### src/rtl/commutator_mdc_pkg.sv
`default_nettype none
// ============================================================================
//  Module   : commutator_mdc_pkg
//  Purpose  : Shared helpers for the MDC commutator: lane slice macro,
//             ceil-log2 and power-of-two functions, depth limit.
//  Ports    : none (package)
//  Revision : 1.0  initial release
// ============================================================================

// Lane i of a packed bus made of nb-bit lanes.
`ifndef COMMUTATOR_MDC_LANE
`define COMMUTATOR_MDC_LANE(bus, nb, i) bus[(nb)*((i)+1)-1 -: (nb)]
`endif

package commutator_mdc_pkg;

    localparam int c_MAX_DEPTH = 1024;

    // Ceiling log2; clog2(1) = 0.
    function automatic int clog2(input int value);
        int r;
        int v;
        r = 0;
        v = value - 1;
        while (v > 0) begin
            r = r + 1;
            v = v >> 1;
        end
        return r;
    endfunction

    function automatic bit is_pow2(input int value);
        return (value > 0) && ((value & (value - 1)) == 0);
    endfunction

endpackage

`default_nettype wire

### src/rtl/commutator_mdc_delay_line_en.sv
`default_nettype none
// ============================================================================
//  Module   : delay_line_en
//  Purpose  : Enabled shift register, DEPTH stages of NB bits, async clear.
//  Ports    : clk     - clock, rising edge
//             reset_n - asynchronous active-low clear of every stage
//             en      - shift enable
//             d       - data in
//             q       - data out, d delayed DEPTH enabled cycles
//  Revision : 1.0  initial release
// ============================================================================
module delay_line_en #(
    parameter int NB    = 16,
    parameter int DEPTH = 1
) (
    input  logic          clk,
    input  logic          reset_n,
    input  logic          en,
    input  logic [NB-1:0] d,
    output logic [NB-1:0] q
);

    logic [NB-1:0] r_taps [DEPTH];

    always_ff @(posedge clk or negedge reset_n) begin
        if (!reset_n) begin
            for (int i = 0; i < DEPTH; i++) begin
                r_taps[i] <= '0;
            end
        end else if (en) begin
            r_taps[0] <= d;
            for (int i = 1; i < DEPTH; i++) begin
                r_taps[i] <= r_taps[i-1];
            end
        end
    end

    assign q = r_taps[DEPTH-1];

endmodule

`default_nettype wire

### src/rtl/commutator_mdc.sv
`default_nettype none
// ============================================================================
//  Module   : commutator_mdc
//  Purpose  : Multi-path delay commutator between radix-2 FFT stages.
//             Per lane pair: delay even lane DEPTH samples, conditionally
//             swap the pair every DEPTH samples, delay odd lane DEPTH samples.
//  Ports    : clk         - clock, rising edge
//             reset_n     - asynchronous active-low reset
//             start       - frame restart; clears counters, latches bypass
//             bypass      - sampled on start; 1 = never swap
//             in_valid    - sample strobe; all state advances only on it
//             input_data  - 2*PAIRS lanes of NB bits, lane i at [NB*(i+1)-1:NB*i]
//             output_data - same lane packing as input_data
//             out_valid   - output_data holds a frame-aligned sample
//  Revision : 1.0  initial release
// ============================================================================
module commutator_mdc
    import commutator_mdc_pkg::*;
#(
    parameter int NB    = 16,
    parameter int DEPTH = 1,
    parameter int PAIRS = 2
) (
    input  logic                  clk,
    input  logic                  reset_n,
    input  logic                  start,
    input  logic                  bypass,
    input  logic                  in_valid,
    input  logic [NB*2*PAIRS-1:0] input_data,
    output logic [NB*2*PAIRS-1:0] output_data,
    output logic                  out_valid
);

    localparam int c_CNT_W  = clog2(DEPTH) + 1;
    localparam int c_FULL   = 2 * DEPTH;
    localparam int c_FILL_W = clog2(c_FULL) + 1;

    if (!is_pow2(DEPTH) || (DEPTH > c_MAX_DEPTH)) begin : g_bad_depth
        $error("commutator_mdc: DEPTH must be a power of 2 in 1..1024");
    end

    logic [c_CNT_W-1:0]    r_cnt;
    logic [c_FILL_W-1:0]   r_fill;
    logic                  r_bypass_q;
    logic                  w_sel;
    logic                  w_full;
    logic [NB*2*PAIRS-1:0] w_out;

    // Sample counter wraps naturally at 2*DEPTH (its width is log2(2*DEPTH)).
    // A start cycle is sample 0 of the new frame, so the accepted sample
    // leaves the counters at 1.
    always_ff @(posedge clk or negedge reset_n) begin
        if (!reset_n) begin
            r_cnt      <= '0;
            r_fill     <= '0;
            r_bypass_q <= 1'b0;
        end else begin
            if (start) begin
                r_bypass_q <= bypass;
                r_cnt      <= in_valid ? c_CNT_W'(1) : '0;
                r_fill     <= in_valid ? c_FILL_W'(1) : '0;
            end else if (in_valid) begin
                r_cnt <= r_cnt + c_CNT_W'(1);
                if (!w_full) begin
                    r_fill <= r_fill + c_FILL_W'(1);
                end
            end
        end
    end

    assign w_full = (r_fill == c_FILL_W'(c_FULL));

    // The start sample always uses the straight path, regardless of the
    // counter value left over from the previous frame.
    assign w_sel = ~start & r_cnt[c_CNT_W-1] & ~r_bypass_q;

    for (genvar p = 0; p < PAIRS; p++) begin : g_pair
        logic [NB-1:0] w_a;
        logic [NB-1:0] w_b;
        logic [NB-1:0] w_da;
        logic [NB-1:0] w_sw_a;
        logic [NB-1:0] w_sw_b;
        logic [NB-1:0] w_db;

        assign w_a = `COMMUTATOR_MDC_LANE(input_data, NB, 2*p);
        assign w_b = `COMMUTATOR_MDC_LANE(input_data, NB, 2*p+1);

        delay_line_en #(
            .NB    (NB),
            .DEPTH (DEPTH)
        ) u_dly_a (
            .clk     (clk),
            .reset_n (reset_n),
            .en      (in_valid),
            .d       (w_a),
            .q       (w_da)
        );

        assign w_sw_a = w_sel ? w_b  : w_da;
        assign w_sw_b = w_sel ? w_da : w_b;

        delay_line_en #(
            .NB    (NB),
            .DEPTH (DEPTH)
        ) u_dly_b (
            .clk     (clk),
            .reset_n (reset_n),
            .en      (in_valid),
            .d       (w_sw_b),
            .q       (w_db)
        );

        assign `COMMUTATOR_MDC_LANE(w_out, NB, 2*p)   = w_sw_a;
        assign `COMMUTATOR_MDC_LANE(w_out, NB, 2*p+1) = w_db;
    end

    // Even lanes pass the live input combinationally, so force the outputs
    // quiet while reset is held.
    assign output_data = reset_n ? w_out : '0;
    assign out_valid   = reset_n & in_valid & ~start & w_full;

endmodule

`default_nettype wire

### config.mk
export PLATFORM = sky130hd
export DESIGN_NAME = commutator_mdc
export DESIGN_NICKNAME = d
export VERILOG_FILES = /design/src/rtl/commutator_mdc_pkg.sv /design/src/rtl/commutator_mdc_delay_line_en.sv /design/src/rtl/commutator_mdc.sv
export SDC_FILE = /design/constraint.sdc
export NUM_CORES = 1
export LEC_CHECK = 0
export BUFFER_PORTS_ARGS = -buffer_cell sky130_fd_sc_hd__buf_4
export CAP_MARGIN = 20
export CORE_MARGIN = 4
export CORE_UTILIZATION = 45
export DETAILED_ROUTE_END_ITERATION = 16
export PLACE_DENSITY = 0.85
export SLEW_MARGIN = 40
export SYNTH_ARGS = -nofsm -noshare
export SYNTH_HDL_FRONTEND = slang
export SYNTH_HIERARCHICAL = 1
export SYNTH_SLANG_ARGS = --single-unit
### constraint.sdc
create_clock -name clk -period 4 [get_ports clk]
set_input_delay 0.4 -clock clk [delete_from_list [all_inputs] [get_ports clk]]
set_output_delay 0.4 -clock clk [all_outputs]
set_load 0.1 [all_outputs]
==> results.txt <==
Summing the sequential cell areas from Yosys gives 43.4% of the chip area. The tools report the wire length of the first global-routing pass as 14200 um. The worst setup path is captured at an output pin. Iteration-0 DRC count of the detailed router: 62. The logs give 2 for the buffer depth of the longest clock path and 68 for the clock net sink count.

After synthesis the netlist holds a flip-flop and latch count of 68. Synthesis produced 335 cells. Setup violations remaining at the end of the flow were counted as 0.

In the final routed layout, each cell accounts on average for 15.6 um. Among all stages on the critical path, the largest delay is contributed by sky130_fd_sc_hd__dlygate4sd3_1. Counting stages on the worst path, the most repeated cell is sky130_fd_sc_hd__buf_4.

The congestion estimate from routability-driven global placement came to 0.815. The worst hold path was traced through 2 stages. Cells with a size suffix above 1 make up 53.2% of the layout.

Clock-pin slew was measured on the worst setup and hold paths at 60 ps. The worst hold-check path type was in -> reg. In the final timing run, aggregate negative setup slack is 0 ps. The root buffer cell chosen for the clock tree is sky130_fd_sc_hd__clkbuf_8.

The top cell type by area accounts for 43.4% of the synthesized area. In this run, flip-flops and latches consume 36.2% of the power. TritonCTS built the clock tree.

The final clock period utilization by the worst path works out to 70.3%. Max-cap violations in this run came to 0. The floorplan step defined a die boundary enclosing 10300 um2.

The proportion of power drawn by combinational gates is 41.5%. The logs give 0 for the max-slew violation count and 0 for the initial antenna violation count. The die is 101 um tall.

The Yosys step of the flow raised 6 warnings. The top cell types in the final layout, fill and taps aside, are sky130_fd_sc_hd__buf_4, sky130_fd_sc_hd__dfrtp_1, sky130_fd_sc_hd__mux2_2. After synthesis, the netlist uses 24 different library cells.

Across all hold checks on the routed design, the worst slack comes to 299 ps. In the final design database the tool counted 526 nets. The area growth from synthesis to final layout is 29.0%, and the number of buffers created by CTS is 9. The total area inside the core boundary comes to 8340 um2. The first detailed-routing pass took 4 iterations. The die is 101 um wide. Dividing the detail-routed via count by the number of cells gives 5.14. The worst setup path is launched from a primary input.

Summed over all nets, the switching power comes to 0.942 mW. Summed over all layers, the routed wires come to 8800 um. Leaving out fill and tap cells, the most frequent cell in the layout is sky130_fd_sc_hd__buf_4.

In the post-synthesis netlist, the biggest area contributors are sky130_fd_sc_hd__dfrtp_1, sky130_fd_sc_hd__mux2_4, sky130_fd_sc_hd__mux2_2. For this design the ratio of total power to cell area is 449 nW/um2. The tools report the hold violation count in the final report as 0. For the half-perimeter wire length after placement, the log shows 6330 um. For the worst-skew pair, the clock arrives at the later sink with an insertion delay of 320 ps. Once the clock tree was built, the setup fixing pass inserted 0 buffers. The H-tree depth came out at 3. The routed layout has 2897 vias.

The tools report the initial cell density of the core as 47.1%. Summing every instance area after synthesis gives 3930 um2. Buffers placed on the I/O ports in this run total 133. The logic depth of the worst setup path including buffers works out to 6. The cell family contributing the most delay on the critical path was buffers and inverters. Setup repair after global routing left no endpoint under its margin. Subtracting the final worst setup slack from the clock period gives 2810 ps. Highest achievable clock rate: 356 MHz. The logs give 3091 for the via count of the first global-routing pass and 405 for the net count after synthesis.

After floorplanning, the core was divided into 33 placement rows. The category of the most critical setup path is in -> out. Dividing the synthesized area by the synthesized cell count gives 11.7 um2.

Walking the worst path, the cells encountered are dlygate4sd3_1 > buf_4 > buf_4 > nand2_1 > o21ai_0 > buf_4. The internal cell power is 1.33 mW, and the maximum number of pins on one net before global-route repair is 83. Summed over all instances, the cell type with the most area after synthesis is sky130_fd_sc_hd__dfrtp_1. The run gives 228 uV as the peak supply drop. The run finished with clean final reports. The largest fanout on the critical path came out at 60. The number of antenna diodes in the final layout is 0. Share of total power in the clock network: 22.3%.

For the worst flop-to-flop path, the logic depth is 5. The tools report the leakage power of the design as 2.41 nW. In this run the tightest slew margin relative to its limit is 60.3%. For the count of unresolved DRC violations after routing, the log shows 0. Global routing finished with a remaining overflow of 0.

At the worst endpoint, the required time is 3600 ps. Data on the critical path arrives at its endpoint at 2410 ps. Global routing consumed, over all layers together, 17.1% of the routing resources. For this run, the slowest stage of the critical path takes 540 ps.

Pin placement for this block handled 134 I/O pins. The number of buffer and inverter stages on the critical path was 4; the number of antenna-violating nets in the routed design was 0. For the pin with the worst max-slew slack, the measured transition is 596 ps. Across the routed clock network, the largest skew measured is 7.73 ps. The fraction of power spent switching nets was 41.4%.
[power by group through the flow]
stage / Clock (mW) / Sequential [mW] / Combinational [mW]
2_1_floorplan: 0 / 0.817 / 0.753
3_5_place_dp: 0 / 0.834 / 0.948
6_report: 0.507 / 0.822 / 0.944
4_1_cts: 0.529 / 0.823 / 0.951
5_1_grt: 0.561 / 0.834 / 0.985
3_3_place_gp: 0 / 0.828 / 0.932
[cell families after synthesis]
logic type / share of synthesized area [%]
DFF: 43.4
xor gates and xnor gates: 0.223
adders and majority gates: 0.319
muxes: 31.9
buffers and inverters: 6.31
and+or+nand+nor: 13.5
AOI/OAI and AO/OA: 4.40
[metal layers]
layer / global-route usage, % / up-vias / routed length [um]
li1: - / 1397 / -
met1: 20.8 / 1409 / 3560
met2: 30.3 / 76 / 4700
met3: 2.41 / 15 / 375
met4: 6.85 / 0 / 160
met5: 0 / - / 0
[layout make-up]
type	count	area, um2
Fill cell	693	3280
Tap cell	105	131
Sequential cell	68	1700
Multi-Input combinational cell	236	1980
Clock inverter	2	10.0
Inverter	2	7.51
Timing Repair Buffer	139	1070
Clock buffer	12	165
[state kept, by name, summed over array words and instances (netlist names)]
name              count
r_fill                2
r_bypass_q            1
g_pair.u_dly_b/q     32
r_cnt                 1
g_pair.u_dly_a/q     32
[path summary, 6_finish.rpt]
kind | from | to | slack (ps)
setup / recovery | reset_n | output_data[34] | 1190
hold / removal | start | r_fill[1] | 300
setup reg to reg | r_bypass_q | g_pair[0].u_dly_b/q[10] | 1910
hold reg to reg | g_pair[1].u_dly_b/q[3] | g_pair[1].u_dly_b/q[3] | 500
max in group asynchronous | reset_n | r_fill[1] | 2640
min in group asynchronous | reset_n | g_pair[0].u_dly_b/q[8] | 500
[stage by stage]
step	std cells	power (mW)	util (%)	setup slack [ps]	instance area, um2
global placement	548	1.76	58.2	1570	4860
CTS	564	2.30	60.7	1130	5060
finish	564	2.27	60.7	1190	5060
global route	564	2.38	60.7	996	5060
floorplan	335	1.57	-	627	3930
detailed placement	549	1.78	58.5	1590	4880
[cells in the mapped netlist (all sizes together)]
master / n
inv: 2
nand2b: 1
o21ai: 33
nor3b: 1
xnor2: 1
clkbuf: 9
o31ai: 1
and4b: 1
mux2i: 1
nand2: 32
dfrtp: 68
nor2b: 1
buf: 20
ha: 1
nand3: 32
mux2: 97
and2: 32
nor2: 2
[what timing repair did]
| action | in CTS | in global routing |
|---|---|---|
| hold buffers | 1 | 0 |
| endpoints found under the hold margin | 8 | 0 |
| gates resized for setup | 0 | 0 |
| setup endpoints to repair | 0 | 0 |
(Power assumes the default switching activity.)
